`config.mk`:
```
export PLATFORM = sky130hd
export DESIGN_NAME = arp_responder
export DESIGN_NICKNAME = d
export VERILOG_FILES = /design/src/rtl/arp_responder.sv
export SDC_FILE = /design/constraint.sdc
export NUM_CORES = 1
export LEC_CHECK = 0
export ABC_CLOCK_PERIOD_IN_PS = 25900
export CAP_MARGIN = 20
export CORE_AREA = 2 2 396 398
export CTS_BUF_LIST = sky130_fd_sc_hd__clkbuf_16
export CTS_CLUSTER_DIAMETER = 60
export DETAILED_ROUTE_END_ITERATION = 12
export DIE_AREA = 0 0 398 400
export SLEW_MARGIN = 20
export SYNTH_ARGS = -nofsm -noshare
export SYNTH_HDL_FRONTEND = slang
export SYNTH_SLANG_ARGS = --single-unit
```
`constraint.sdc`:
```
create_clock -name eth_clk -period 25.9 [get_ports eth_clk]
set_input_delay 3.885 -clock eth_clk [delete_from_list [all_inputs] [get_ports eth_clk]]
set_output_delay 3.885 -clock eth_clk [all_outputs]
set_load 0.02 [all_outputs]
```
`src/rtl/arp_responder.sv`:
```
// ---------------------------------------------------------------------------
// arp_responder
//   Sits between eth_rx and eth_tx. It takes every frame that eth_rx delivers,
//   recognises ARP requests for this node's IP address, and builds the ARP
//   reply frame that eth_tx transmits. A one-deep pending slot buffers one
//   frame that arrives while a frame is already in progress. A hold-off timer
//   spaces the transmit pulses apart. Saturating counters record the replies
//   sent, the frames ignored and the frames dropped.
//
//   Handshake: rx_valid is a one-cycle strobe. rx_packet is sampled only in
//   that cycle. The block never back-pressures. tx_transmit is a one-cycle
//   strobe, and tx_packet is stable from that cycle until the next reply is
//   built.
//
// Ports
//   eth_clk       in   RMII clock, the only clock domain
//   rst_in        in   asynchronous, active-high reset
//   rx_valid      in   strobe: rx_packet holds a complete frame
//   rx_packet     in   {dst[479:432], src[431:384], type[383:368], payload}
//   tx_transmit   out  strobe to eth_tx: send tx_packet
//   tx_packet     out  reply frame
//   busy          out  high whenever the FSM is not in IDLE
//   reply_count   out  replies sent (saturating)
//   drop_count    out  frames lost because the pending slot was full (saturating)
//   ignore_count  out  evaluated frames that were not requests for us (saturating)
//   state_dbg     out  current FSM state, for observation only
// ---------------------------------------------------------------------------
module arp_responder #(
   parameter logic [47:0] MY_MAC        = 48'h106530703d6d,
   parameter logic [31:0] MY_IP         = 32'h0a1f55ff,
   parameter int unsigned TX_GAP_CYCLES = 400
) (
   input  logic         eth_clk,
   input  logic         rst_in,
   input  logic         rx_valid,
   input  logic [479:0] rx_packet,
   output logic         tx_transmit,
   output logic [479:0] tx_packet,
   output logic         busy,
   output logic [15:0]  reply_count,
   output logic [15:0]  drop_count,
   output logic [15:0]  ignore_count,
   output logic [1:0]   state_dbg
);

   localparam int CW = (TX_GAP_CYCLES > 1) ? $clog2(TX_GAP_CYCLES) : 1;
   localparam logic [CW-1:0] HOLD_LOAD = CW'(TX_GAP_CYCLES - 1);

   typedef enum logic [1:0] {
      IDLE    = 2'd0,
      CHECK   = 2'd1,
      SEND    = 2'd2,
      HOLDOFF = 2'd3
   } state_t;

   state_t          state, state_n;
   logic [479:0]    work;
   logic [479:0]    pend;
   logic            pend_full;
   logic [CW-1:0]   hold_cnt;

   // Control strobes produced by the next-state logic.
   logic take_rx, take_pend, tx_load, hold_load;
   logic inc_reply, inc_ignore;
   logic store_pend, inc_drop;

   // Fields of the frame under evaluation.
   logic [47:0] w_dst, w_sha;
   logic [15:0] w_type, w_htype, w_ptype, w_oper;
   logic [7:0]  w_hlen, w_plen;
   logic [31:0] w_spa, w_tpa;
   logic        match;
   logic [479:0] reply;
   logic        unused_fields;

   assign w_dst   = work[479:432];
   assign w_type  = work[383:368];
   assign w_htype = work[367:352];
   assign w_ptype = work[351:336];
   assign w_hlen  = work[335:328];
   assign w_plen  = work[327:320];
   assign w_oper  = work[319:304];
   assign w_sha   = work[303:256];
   assign w_spa   = work[255:224];
   assign w_tpa   = work[175:144];
   // The source MAC, target MAC and padding play no part in the reply.
   assign unused_fields = ^{work[431:384], work[223:176], work[143:0]};

   assign match = (w_type == 16'h0806) && (w_htype == 16'h0001) &&
                  (w_ptype == 16'h0800) && (w_hlen == 8'h06) &&
                  (w_plen == 8'h04) && (w_oper == 16'h0001) &&
                  (w_tpa == MY_IP) &&
                  ((w_dst == MY_MAC) || (w_dst == 48'hFFFF_FFFF_FFFF));

   assign reply = {w_sha, MY_MAC, 16'h0806,
                   16'h0001, 16'h0800, 8'h06, 8'h04, 16'h0002,
                   MY_MAC, MY_IP, w_sha, w_spa, 144'h0};

   assign tx_transmit = (state == SEND);
   assign busy        = (state != IDLE);
   assign state_dbg   = state;

   always_comb begin
      state_n    = state;
      take_rx    = 1'b0;
      take_pend  = 1'b0;
      tx_load    = 1'b0;
      hold_load  = 1'b0;
      inc_reply  = 1'b0;
      inc_ignore = 1'b0;
      case (state)
         IDLE: begin
            // The slot can be full here only if a frame arrived during the
            // last CHECK or HOLDOFF cycle. Drain the slot before taking rx.
            if (pend_full) begin
               take_pend = 1'b1;
               state_n   = CHECK;
            end else if (rx_valid) begin
               take_rx = 1'b1;
               state_n = CHECK;
            end
         end
         CHECK: begin
            if (match) begin
               tx_load = 1'b1;
               state_n = SEND;
            end else begin
               inc_ignore = 1'b1;
               if (pend_full) begin
                  take_pend = 1'b1;
                  state_n   = CHECK;
               end else begin
                  state_n = IDLE;
               end
            end
         end
         SEND: begin
            inc_reply = 1'b1;
            hold_load = 1'b1;
            state_n   = HOLDOFF;
         end
         HOLDOFF: begin
            // Leave on the cycle the counter steps down to zero. This makes
            // the transmit pulses exactly TX_GAP_CYCLES+1 cycles apart when a
            // pending frame is waiting.
            if (hold_cnt <= CW'(1)) begin
               if (pend_full) begin
                  take_pend = 1'b1;
                  state_n   = CHECK;
               end else begin
                  state_n = IDLE;
               end
            end
         end
         default: state_n = IDLE;
      endcase
   end

   // A frame that is not taken straight into work goes to the slot. It can
   // use the slot if the slot is empty or is being emptied this same cycle.
   // Otherwise the frame is lost.
   assign store_pend = rx_valid && !take_rx && (!pend_full || take_pend);
   assign inc_drop   = rx_valid && !take_rx && pend_full && !take_pend;

   always_ff @(posedge eth_clk or posedge rst_in) begin
      if (rst_in) begin
         state        <= IDLE;
         work         <= '0;
         pend         <= '0;
         pend_full    <= 1'b0;
         hold_cnt     <= '0;
         tx_packet    <= '0;
         reply_count  <= '0;
         drop_count   <= '0;
         ignore_count <= '0;
      end else begin
         state <= state_n;

         if (take_rx) begin
            work <= rx_packet;
         end else if (take_pend) begin
            work <= pend;
         end

         if (store_pend) begin
            pend      <= rx_packet;
            pend_full <= 1'b1;
         end else if (take_pend) begin
            pend_full <= 1'b0;
         end

         if (hold_load) begin
            hold_cnt <= HOLD_LOAD;
         end else if ((state == HOLDOFF) && (hold_cnt != '0)) begin
            hold_cnt <= hold_cnt - 1'b1;
         end

         if (tx_load) begin
            tx_packet <= reply;
         end

         if (inc_reply && (reply_count != 16'hFFFF)) begin
            reply_count <= reply_count + 16'd1;
         end
         if (inc_ignore && (ignore_count != 16'hFFFF)) begin
            ignore_count <= ignore_count + 16'd1;
         end
         if (inc_drop && (drop_count != 16'hFFFF)) begin
            drop_count <= drop_count + 16'd1;
         end
      end
   end

endmodule

```
# Word level (Yosys, flattened, before mapping)

Cells that the tools add are included.

Flip-flop bits (word level): 1216

Add/subtract/negate cells: 4
$lt $le $gt $ge: 1
Equality and inequality tests: 17
Mux-type cells: 24
Reductions and logical operators: 27

Operators by type and width:

| kind                                                   | count |
|---|---|
| 2-to-1 mux 480 bit                                     | 2 |
| adder 16 x 1 -> 16 bit (second input constant)         | 3 |
| equality test 48 x 45 -> 1 bit (second input constant) | 1 |
| equality test 48 bit (second input constant)           | 1 |
| != test 16 bit (second input constant)                 | 3 |
| equality test 16 x 1 -> 1 bit (second input constant)  | 2 |
| equality test 16 x 12 -> 1 bit (second input constant) | 2 |
| equality test 32 x 28 -> 1 bit (second input constant) | 1 |
| 2-to-1 mux 9 bit                                       | 2 |
| equality test 8 x 3 -> 1 bit (second input constant)   | 2 |
| logical AND 1 bit                                      | 15 |
| 2-to-1 mux 1 bit                                       | 14 |
| <= comparator 9 x 1 -> 1 bit (second input constant)   | 1 |
| nonzero test 9 bit                                     | 1 |
| subtractor 9 x 1 -> 9 bit (second input constant)      | 1 |
| 2-to-1 mux 2 bit                                       | 4 |
| one-hot mux 2 bit (4 select lines)                     | 1 |
| nonzero test 2 bit                                     | 4 |
| equality test 2 bit (second input constant)            | 2 |
| zero test 1 bit                                        | 3 |
| != test 3 bit (second input constant)                  | 1 |
| one-hot mux 1 bit (3 select lines)                     | 1 |
| equality test 2 x 1 -> 1 bit (second input constant)   | 1 |
| zero test 2 bit                                        | 1 |
| 3 further kinds                                        | 4 |

# Logic depth before layout (Yosys ltp)

Gate-level depths: netlist (run 1).

Depth after elaboration: 13
Depth in mapped cells: 11
Depth with buffers taken out: 8

# Worst setup path after synthesis (run 1)

No wires, ideal clock.

Path kind: register -> output
Start point: register tx_packet[428] (netlist name)
End point: output port tx_packet[225]
Arrival time: 1746 ps
Setup slack: 20269 ps
Cell stages (with the launch flop): 2
Cells stage by stage: dfrtp_1 -> buf_4

RTL lines:

| what             | RTL line | source |
|---|---|---|
| end: declaration | 38       | `output logic [479:0] tx_packet,` |

==> results by group, run 1 <==
Status
  • Status: completed

Drt
  • Metal2 WL: ~36 mm
  • Detail Route Antenna Nets: 0
  • Final WL: 78.28 mm
  • DRC errors left: 0
  • Initial DRT Pass Iterations: 4
  • Met3 Wirelength: 5.717 mm
  • Drt via density: 3.840
  • Initial drt markers: 1011
  • Top sig layer: met5
  • Via Count: about 18k
  • Routed length per placed instance: ~17 um
  • DRT met1 WL: ~35 mm

STA
  • Final setup fails: 0
  • Hold violation count in the final report: 0
  • Relative slew slack: around 28%
  • Post-route minimum period: 7.065 ns
  • Final setup TNS: 0 ns
  • Worst Max-Slew Pin Slew: 1.067 ns
  • Worst Skew: 0.03639 ns
  • Fmax: 141.5 MHz
  • Slew Limit Fails: 0
  • Fin crit share: 27.28%
  • Unrepaired setup endpoints after global routing: false

CTS
  • Post CTS Setup Buffer Count: 0
  • TritonCTS Buffers: 80
  • Post-cts sizing count: 0
  • Clk root buf: clkbuf_16
  • CTS tree: done
  • Clock Latency Late Sink: 0.66 ns
  • Hold bufs inserted after CTS: 0
  • Num Clock Sinks: 621
  • Clk slew on worst S/H paths: 0.05 ns
  • Max Root-Sink Buffers: 3
  • CTS H-tree lvls: 3

Pwr
  • Leakage power: ~15 nW
  • Pwr dens: 78.24 mW/mm^2
  • Max VDD drop: 0.05570 mV
  • Post-layout power: 2.871 mW

Setup path
  • Worst-path cell chain: clkdlybuf4s50_1 > inv_8 > buf_4 > buf_4 > buf_4
  • Critical-path top delay cell: buf_4
  • CP max stage delay: 0.90 ns
  • CP endpoint kind: async pin
  • Most frequent CP cell: buf_4
  • Crit Path Max Fanout: 101
  • WS Path Type: in2async
  • Type of origin of the critical path: input pin
  • WP data arrival: 7.70 ns
  • Critical Path RT: between 20 and 30 ns

Place
  • Hpwl dp: around 53 mm
  • Placer Congestion: roughly 0.75
  • Port Buffers: 490

Yosys
  • Synth area leaders: dfrtp_1 54%, buf_4 11%, mux2_1 7.8%, o221a_1 7.8%, nand2b_1 5.3%
  • Mux cell area share after synthesis: around an eighth
  • Post-Syn Area: 0.02894 mm^2
  • Synth top area share: 53.70%
  • Post-Synthesis Mean Instance Area: 12.88 um^2
  • Async SR Flop Fraction: 100.0%
  • Synth warn: 0
  • Top FF cell, synth: dfrtp_1
  • XOR/XNOR Fraction of Synth Area: under 10%
  • Yosys top cell by area: dfrtp_1
  • Post-synthesis compound-gate area fraction: 9.936%
  • EDFF count, synth: 0
  • Synth Area in Adders: less than 1%
  • Simple-gate portion of the synthesized area: a little under a tenth
  • Yosys cell types: 45
  • Mapped Cells: 2247
  • Seq/Total Area, Yosys: 53.70%
  • Largest family of logic cells by synthesized area: buffers and inverters
  • Synth Register Bits: approximately 620

Finish
  • Final #Nets: 3095
  • Post-layout util: 23.65%
  • Share of layout cells above drive strength 1: a little under an eighth
  • Area Growth Syn to Fin: 26.79%

Die
  • Core area: 0.1551 mm^2
  • Vert. Die Dim: 400 um
  • I/O Pins: 1015
  • Initial core utilization: 18.66%
  • Die width: 398 um
  • Row count: 145
  • Die area: 0.1592 mm^2

GRT
  • Largest net degree at the start of global routing: between 150 and 200
  • Gr usage total: a little under a tenth
  • Total grt overflow: 0
  • Initial antenna violation count: 20
  • First-pass GRT wire length: 115.2 mm
  • Vias in the first global route: 18.00k

Min path
  • Worst Hold Class: reg2reg

Run
  • Max Cap Viol: 0
[area by class of cell]
type | instances | area (um^2)
Timing Repair Buffer | 519 | 5167
Fill cell | 16210 | 118400
Antenna cell | 6 | 15.01
Clock inverter | 60 | 486.7
Multi-Input combinational cell | 1375 | 10830
Inverter | 10 | 45.04
Tap cell | 2058 | 2575
Sequential cell | 621 | 15540
Clock buffer | 81 | 2027
[critical path: cells and delay by family]
kind / cells / cell delay (ns)
buffers and inverters: 5 / 3.63
[synthesized netlist by cell type (10+ instances only)]
master	n
dfrtp_1	621
buf_4	417
nand2b_1	244
mux2_1	200
o221a_1	200
mux2_2	123
clkbuf_1	56
xnor2_1	43
o221a_2	40
nand4_1	39
buf_2	37
nand2_1	34
nand3_1	31
nor4_1	26
nor4b_1	16
and3_1	12
nor2_1	11
inv_1	10
[cell usage in the layout, fill, tap and decap left out, drive strengths merged, types with 2 or more instances in the layout]
cell type / count
dfrtp: 621
clkdlybuf4s50: 490
mux2: 323
conb: 284
nand2b: 244
o221a: 240
clkbuf: 81
xnor2: 43
nand4: 39
inv: 37
nand2: 34
nand3: 32
buf: 29
nor4: 26
clkinv: 23
nor4b: 16
and3: 12
nor2: 11
nor3: 8
o21ai: 7
diode: 6
and4: 6
a21oi: 6
nor4bb: 5
xor2: 5
ha: 5
bufinv: 5
clkinvlp: 5
or3: 4
and4b: 4
o31ai: 4
and2: 3
o22ai: 3
o211a: 2
o211ai: 2
[sequential cells by signal, summed over array words and instances, names as in the netlist, named ones only]
register and count:
state_dbg 1, pend 240, work 240, tx_packet 81
reply_count 16, pend_full 1, ignore_count 16, drop_count 16
hold_cnt 9
[kinds of logic (layout without fill, tap and decap cells)]
| group | count (synthesis) | count (layout) |
|---|---|---|
| and+or+nand+nor | 449 | 449 |
| AOI/OAI and AO/OA | 266 | 266 |
| xor gates and xnor gates | 48 | 48 |
| muxes | 323 | 323 |
| adders and majority gates | 5 | 5 |
| DFF | 621 | 621 |
| buffers and inverters | 534 | 670 |
| other | 1 | 290 |
[metal layers]
metal	vias to the layer above	global-route usage [%]
met5	-	0
met4	20	3.511
met3	118	3.068
met1	9290	12.50
met2	582	14.37
li1	8151	-
[power by group]
group / switching [mW] / internal, mW / leakage (nW)
Combinational: 0.224 / 0.239 / 5.95
Clock: 0.440 / 0.621 / 1.28
Sequential: 0.147 / 1.20 / 7.42
Total: 0.812 / 2.06 / 14.7
[stage by stage]
| stage | cell area, um^2 | setup slack, ns | instances | hold slack (ns) |
|---|---|---|---|---|
| 2_1_floorplan | 30000 | 4.625 | 2530 | 0.4450 |
| 3_3_place_gp | 34140 | 17.98 | 4582 | 0.4580 |
| 3_5_place_dp | 34160 | 17.94 | 4583 | 0.4593 |
| 4_1_cts | 36680 | 18.70 | 4724 | 0.4742 |
| 5_1_grt | 36680 | 18.28 | 4727 | 0.4933 |
| 6_report | 36690 | 18.83 | 4730 | 0.4695 |
[path summary, 6_finish.rpt]
kind	from	endpoint	slack, ns	cells past startpoint
setup / recovery	rst_in	pend[148]	18.83	5
hold / removal	tx_packet[428]	tx_packet[428]	0.47	1
setup reg to reg	work[168]	work[299]	19.98	10
hold reg to reg	tx_packet[428]	tx_packet[428]	0.47	1
max in group eth_clk	rx_valid	work[299]	19.05	7
min in group asynchronous	rst_in	drop_count[10]	3.78	2
No activity file was read; power rests on OpenSTA's default activity.
==> inputs of run 2 (changes only) <==
- ABC_CLOCK_PERIOD_IN_PS: 25900 -> 7400
- clock period: 25.9 -> 7.4 ns (I/O delays scaled with it)
==> run 2 against run 1 <==
Net effect:
- utilization barely moved
- global-route usage fell by 0.093 points
- critical path depth rose by 4
- highest routed layer unchanged
- count of clock-buffer cells in the layout rose by 2
- clock skew rose by 0.0012 ns
==> results by group, run 2 (synthesis results as in run 1) <==
GRT
  • Vias in the first global route: 17.99k (-0.078%)
  • Initial antenna violation count: 18 (-10%)
  • First-pass GRT wire length: 114.4 mm (-0.68%)
  • Gr usage total: 9.379% (-0.093 points)
  • Total grt overflow: 0 (unchanged)
  • Largest net degree at the start of global routing: 161 (+3.2%)

Pwr
  • Comb pwr share: 16.2% (about the same)
  • Clock power share: 36.5% (-0.5 points)
  • Pwr dens: 272.7 mW/mm^2 (+250%)
  • Sw Ratio: 28.77% (+0.48 points)
  • Max VDD drop: 0.1733 mV (+210%)
  • Post-layout power: 10.00 mW (+250%)
  • Reg power frac: 47.3% (+0.4 points)
  • Cell Int Power: 7.125 mW (+250%)
  • Switching Power: 2.877 mW (+250%)
  • Leakage power: 14.64 nW (-0.16%)

Drt
  • Via Count: 18.11k (-0.28%)
  • DRC errors left: 0 (unchanged)
  • DRT met1 WL: 33.58 mm (-3.7%)
  • Final WL: 77.16 mm (-1.4%)
  • Initial DRT Pass Iterations: 4 (unchanged)
  • Routed length per placed instance: 16.31 um (-1.4%)
  • Drt via density: 3.829 (-0.28%)
  • Detail Route Antenna Nets: 0 (unchanged)
  • Metal2 WL: 35.40 mm (-0.83%)
  • Top sig layer: met5
  • Initial drt markers: 919 (-9.1%)
  • Met3 Wirelength: 5.814 mm (+1.7%)

Die
  • Die width: 398 um (unchanged)
  • Vert. Die Dim: 400 um (unchanged)
  • Core area: 0.1551 mm^2 (unchanged)
  • Die area: 0.1592 mm^2 (unchanged)
  • I/O Pins: 1015 (unchanged)
  • Row count: 145 (unchanged)
  • Initial core utilization: 18.66% (unchanged)

Finish
  • Largest regs: pend (240), work (240), tx_packet (81)
  • Layout fillers: 16.24k (+0.20%)
  • Share of layout cells above drive strength 1: 11.49% (-0.066 points)
  • Final #Nets: 3092 (-0.097%)
  • Most common cell after layout, fill and taps aside: dfrtp_1
  • Post-layout util: 23.65% (about the same)
  • Most frequent cells in the layout: 620 x dfrtp_1, 490 x clkdlybuf4s50_1, 284 x conb_1
  • Area Growth Syn to Fin: 26.76% (about the same)

STA
  • Unrepaired setup endpoints after global routing: false
  • Final setup fails: 0 (unchanged)
  • Slew Limit Fails: 0 (unchanged)
  • Relative slew slack: 11.72% (-16 points)
  • Hold violation count in the final report: 0 (unchanged)
  • Fmax: 195.2 MHz
  • Final WS setup: 2.278 ns (-16.56 ns)
  • Worst Max-Slew Pin Slew: 1.324 ns (+0.2569 ns)
  • Post-route minimum period: 5.122 ns
  • Hold Slack: 0.4844 ns (+0.01483 ns)
  • Worst Skew: 0.03760 ns (+0.001210 ns)
  • Fin crit share: 69.22%

CTS
  • CTS H-tree lvls: 3 (unchanged)
  • Num Clock Sinks: 621 (unchanged)
  • Max Root-Sink Buffers: 3 (unchanged)
  • CTS tree: done
  • Post CTS Setup Buffer Count: 0 (unchanged)
  • Post-cts sizing count: 0 (unchanged)
  • Clock Latency Late Sink: 0.66 ns (about the same)
  • Clk slew on worst S/H paths: 0.06 ns (about the same)
  • Clk root buf: clkbuf_16
  • TritonCTS Buffers: 82 (+2.5%)
  • Hold bufs inserted after CTS: 0 (unchanged)

Setup path
  • WP data arrival: 5.64 ns (-2.06 ns)
  • Critical Path RT: 7.92 ns (-18.61 ns)
  • CP endpoint kind: flip-flop
  • WS Path Type: reg2reg
  • Crit Path Max Fanout: 156 (+54%)
  • Type of origin of the critical path: flip-flop

Place
  • Hpwl dp: 51.19 mm (-2.9%)
  • Placer Congestion: 0.7528 (+0.37%)
  • Pre-CTS setup slack: 2.505 ns (-15.43 ns)
  • Port Buffers: 490 (unchanged)

Status
  • Status: completed

Min path
  • Worst Hold Class: reg2reg

Run
  • Max Cap Viol: 0 (unchanged)
-- run 2: power groups by stage --
stage	logic, mW	clock network (mW)	registers (mW)
after detailed placement	1.65	0	4.77
after floorplan	1.33	0	4.61
final	1.62	3.65	4.73
after global routing	1.80	3.94	4.83
after CTS	1.66	3.82	4.72
after global placement	1.60	0	4.74
-- run 2: per-layer routing --
| metal | track usage [%] | up-vias |
|---|---|---|
| li1 | - | 8151 |
| met1 | 12.05 | 9200 |
| met2 | 14.42 | 594 |
| met3 | 3.328 | 139 |
| met4 | 3.450 | 26 |
| met5 | 0 | - |
-- run 2: critical path, stage by stage (launching register included) --
cell,delay [ns]
dfrtp_1,0.39
nor4b_1,0.71
nand4_1,0.43
nor3_1,0.76
nand4_1,0.26
buf_12,0.32
nand3_4,0.48
nand2b_4,0.33
buf_12,0.30
o221a_1,0.51
-- run 2: cell type report --
cell class	count	area, um^2	share of cell area [%]
diodes	8	20.02	0.05458
clock inverters	61	399.1	1.088
well taps	2058	2575	7.020
repair buffers	514	5185	14.14
flip-flops and latches	621	15540	42.37
inverters	10	41.29	0.1126
multi-input cells	1375	10840	29.55
clock buffers	83	2077	5.662
-- run 2: worst paths after layout --
| kind | from | end | slack (ns) | cells after the start |
|---|---|---|---|---|
| hold / removal | pend[378] | pend[378] | 0.48 | 1 |
| setup / recovery | work[168] | work[435] | 2.28 | 9 |
| hold reg to reg | pend[378] | pend[378] | 0.48 | 1 |
| min in group asynchronous | rst_in | pend[337] | 1.00 | 3 |
| max in group asynchronous | rst_in | pend[234] | 4.76 | 4 |
| setup reg to reg | work[168] | work[435] | 2.28 | 9 |
-- run 2: metrics by stage --
step / area [um^2] / instances / setup TNS, ns
after floorplan: 30000 / 2530 / -1358.11
after global placement: 34160 / 4577 / 0
after detailed placement: 34180 / 4578 / 0
after CTS: 36650 / 4722 / 0
after global routing: 36670 / 4725 / 0
final: 36680 / 4730 / 0
==> edit 1 (settings of run 1) <==
Make the reset (`rst_in`) synchronous in one clocked block. Comments in the files are not updated.
--- a/src/rtl/arp_responder.sv
+++ b/src/rtl/arp_responder.sv
@@ -164,3 +164,3 @@
 
-   always_ff @(posedge eth_clk or posedge rst_in) begin
+   always_ff @(posedge eth_clk) begin
       if (rst_in) begin
Behaviour: differs if rst_in is asserted again (counterexample within 4 cycles, from zero or initial values and one cycle with rst_in high); with rst_in held inactive, the same outputs for 4 cycles.
==> edit 1 against run 1 <==
- register-to-register slack better by 0.24 ns
- synthesized area is 3.8% lower
- wire length rose by 2.0%
- setup slack worse by 0.42 ns
- sequential cell count stayed put
- power fell by 5.5%
- design area shrank 4.0%
- combinational power increased by 11%
- largest power group unchanged
- highest routed layer unchanged
==> edit 1: results (changes against run 1) <==
Status -> finished, final reports clean (unchanged)
Largest cells by area after synthesis -> dfxtp_1 (45%), buf_4 (12%), mux2i_1 (12%) (was dfrtp_1 (54%), buf_4 (11%), mux2_1 (7.8%))
Clk slew on worst S/H paths -> 0.06 ns
Post-synthesis sequential area ratio -> 44.7% (was 53.7%)
Post-CTS Setup Bufs -> 0 (unchanged)
CP max stage cell -> buf_4 (unchanged)
Largest regs -> pend: 240 flops, work: 240 flops, tx_packet: 81 flops (unchanged)
H-tree level count -> 3 (unchanged)
Final Skew -> 0.0274 ns (was 0.0364 ns)
Max Buffers Root-to-Sink -> 3 (unchanged)
Crit path max fanout -> 107 (was 101)
First-pass GRT wire length -> 117,000 um (was 115,000 um)
Unique cell type count in the Yosys netlist -> 51 (was 45)
CTS buffer count -> 81 (was 80)
Resized cells post-CTS -> 0 (unchanged)
GRT Util Overall -> 9.40% (was 9.47%)
VDD IR max -> 0.0000636 V (was 0.0000557 V)
Worst slew pin tran -> 1.11 ns (was 1.07 ns)
Min-delay worst type -> flop to flop (unchanged)
Synth Area per Inst -> 8.77 um2 (was 12.9 um2)
Dpl cells -> 5,415 (was 4,583)
Commonest cells in the netlist -> dfxtp_1 (621), nor2_1 (617), nand2_1 (508) (was dfrtp_1 (621), buf_4 (417), nand2b_1 (244))
Nets -> 3,928 (was 3,095)
HPWL after DPL -> 53,400 um (was 52,700 um)
Routed wire length -> 79,900 um (was 78,300 um)
Synth Area in Adders -> 0.225% (was 0.216%)
Leakage -> 0.0143 uW (was 0.0147 uW)
Post-synthesis mux area share -> 11.6% (was 12.6%)
DR vias -> 21,800 (was 18,200)
DP Area -> 32,700 um2 (was 34,200 um2)
Post-synthesis compound-gate area fraction -> 9.03% (was 9.94%)
Largest delay share family, worst path -> buffers and inverters (unchanged)
Critical Path AT -> 8.04 ns (was 7.70 ns)
Antenna violations before repair -> 33 (was 20)
Number of global-route vias before repair -> 19,900 (was 18,000)
Fillers -> 16,800 (was 16,200)
Yosys warning total -> 0 (unchanged)
Initial DRT Pass Iterations -> 7 (was 4)
Routability cong. -> 0.766 (was 0.750)
Layout cells sized above 1 -> 4.91% (was 11.6%)
Vias/cell -> 3.92 (was 3.84)
IO buf count -> 490 (unchanged)
Place WS -> 17.81 ns (was 17.94 ns)
Synth Flop Type -> dfxtp_1 (was dfrtp_1)
Xor/xnor share of the synthesized area -> 1.45% (about the same)
Largest net degree at the start of global routing -> 200 (was 156)
Skew-Pair Late Insertion Delay -> 0.68 ns (was 0.66 ns)
CTS root buf -> clkbuf_16 (unchanged)
Asr flop ratio synth -> 0% (was 100%)
Iter 0 DRT Violations -> 1,079 (was 1,011)
Max incr delay on CP -> 0.97 ns (was 0.90 ns)
-- edit 1: area by class of cell --
| class | count | area [um2] | share of cell area (%) |
|---|---|---|---|
| sequential | 621 | 12400 | 35.3 |
| tap | 2058 | 2570 | 7.31 |
| clock inverter | 65 | 490 | 1.39 |
| antenna | 9 | 22.5 | 0.0639 |
| timing repair buffer | 518 | 5130 | 14.6 |
| clock buffer | 81 | 2030 | 5.76 |
| inverter | 9 | 33.8 | 0.0959 |
| multi-input combinational | 2209 | 12500 | 35.5 |
-- edit 1: power by group --
| part | internal [uW] | leakage [uW] | switching (uW) | total (uW) |
|---|---|---|---|---|
| Combinational | 193 | 0.00793 | 322 | 514 |
| Sequential | 1080 | 0.00508 | 67.3 | 1140 |
| Clock | 598 | 0.00131 | 458 | 1060 |
-- edit 1: worst paths after layout --
check                               from                     end  depth (start not counted)  slack [ns]
setup / recovery                rx_valid  work[224]$_SDFFE_PP0P_                          8       18.42
hold / removal    pend[148]$_SDFFE_PP0P_  work[148]$_SDFFE_PP0P_                          2        0.47
setup reg to reg  work[165]$_SDFFE_PP0P_  pend[165]$_SDFFE_PP0P_                         10       20.22
hold reg to reg   pend[148]$_SDFFE_PP0P_  work[148]$_SDFFE_PP0P_                          2        0.47
-- edit 1: worst register-to-register path, cell delays in order (launching register included) --
cell and delay (ns):
dfxtp_1 0.31, nor4b_1 0.79, nand4_1 0.30, nor4_1 0.66
nand4_4 0.29, a41oi_4 0.31, buf_4 0.75, buf_4 0.85
buf_4 0.86, mux2i_1 0.34, nor2_1 0.06
-- edit 1: per-layer routing --
metal | GRT usage (%) | wire length (um)
met5 | 0 | 220
met4 | 3.33 | 1790
met3 | 3.49 | 6460
met2 | 14.8 | 36900
met1 | 11.7 | 34500
==> edit 2 (settings of run 1) <==
Without the edit above. Change the parameter `TX_GAP_CYCLES` from 400 to 800.
--- a/src/rtl/arp_responder.sv
+++ b/src/rtl/arp_responder.sv
@@ -30,3 +30,3 @@
    parameter logic [31:0] MY_IP         = 32'h0a1f55ff,
-   parameter int unsigned TX_GAP_CYCLES = 400
+   parameter int unsigned TX_GAP_CYCLES = 800
 ) (
Function: no difference found for any inputs over 4 cycles, from zero or initial values and one cycle with rst_in high; that may be too few to reach the edited logic, so the function may still have changed.
==> edit 2 against run 1 <==
- power rose by 2.1%
- synthesized area rose by 1.3%
- setup slack improved by 0.37 ns
- global-route usage rose by 0.73 points
- sequential cell count rose by 1
- synthesized cell count rose by 0.71%
- critical endpoint is now tx_transmit
- design area rose by 0.88%
- wire length rose by 6.8%
- final cell count rose by 0.27%
- largest cell class unchanged
==> edit 2: results (changes against run 1) <==
Seq. cell area -> 15,600 um2 (was 15,500 um2)
Met3 Resource Use GR -> 4.53% (was 3.07%)
Met1 Usage GRT -> 12.8% (was 12.5%)
Vias/cell -> 3.86 (was 3.84)
Fillers -> 16,400 (was 16,200)
Routed wire length -> 83,600 um (was 78,300 um)
Met3 Wirelength -> 8120 um (was 5720 um)
Leakage -> 0.0147 uW (about the same)
VDD IR max -> 0.0000506 V (was 0.0000557 V)
Iter 0 DRT Violations -> 938 (was 1,011)
Signal buffers share of area -> 13.9% (was 14.1%)
ClkCell Share -> 7.27% (was 6.85%)
Largest cells by area after synthesis -> dfrtp_1 (53%), buf_4 (10%), mux2_2 (8.3%) (was dfrtp_1 (54%), buf_4 (11%), mux2_1 (7.8%))
Post-synthesis sequential area ratio -> 53.1% (was 53.7%)
M1 WL -> 35,400 um (was 34,900 um)
Grt met2 use -> 15.8% (was 14.4%)
Nets -> 3,108 (was 3,095)
Commonest cells in the netlist -> dfrtp_1 (622), buf_4 (399), nand2b_1 (243) (was dfrtp_1 (621), buf_4 (417), nand2b_1 (244))
DP Area -> 34,300 um2 (was 34,200 um2)
Skew-Pair Late Insertion Delay -> 0.69 ns (was 0.66 ns)
Fraction of area in multi-input gates -> 29.6% (was 29.5%)
Post-synthesis compound-gate area fraction -> 9.90% (was 9.94%)
Critical Path AT -> 2.81 ns (was 7.70 ns)
GRT Util Overall -> 10.2% (was 9.47%)
Largest net degree at the start of global routing -> 187 (was 156)
CTS buffer count -> 81 (was 80)
Clock buffers -> 82 (was 81)
Xor/xnor share of the synthesized area -> 1.37% (was 1.45%)
CTS Sinks -> 622 (was 621)
Post-synthesis mux area share -> 12.5% (was 12.6%)
CP max stage cell -> dfrtp_1 (was buf_4)
Slew HR -> 19.0% (was 27.8%)
P_int -> 2100 uW (was 2060 uW)
Dpl cells -> 4,595 (was 4,583)
Status -> finished, final reports clean (unchanged)
==> edit 2: cell types whose count changed after synthesis, sizes merged, moves of 6 or more <==
cell    change
xnor2      -15
nor2       +13
xor2       +13
nor3       +10
nand2       -8
clkbuf      -7
nor4        +7
nand3       -6
==> edit 2: path summary, 6_finish.rpt <==
| check | cells after the start | slack (ns) | from | to |
|---|---|---|---|---|
| setup reg to reg | 8 | 20.86 | work[340]$_DFFE_PP0P_ | pend[444]$_DFFE_PP0P_ |
| hold reg to reg | 1 | 0.49 | pend[354]$_DFFE_PP0P_ | pend[354]$_DFFE_PP0P_ |
| max in group asynchronous | 4 | 20.03 | rst_in | work[254]$_DFFE_PP0P_ |
| hold / removal | 1 | 0.49 | pend[354]$_DFFE_PP0P_ | pend[354]$_DFFE_PP0P_ |
| setup / recovery | 3 | 19.20 | flop | tx_transmit |
| min in group asynchronous | 2 | 3.74 | rst_in | work[247]$_DFFE_PP0P_ |
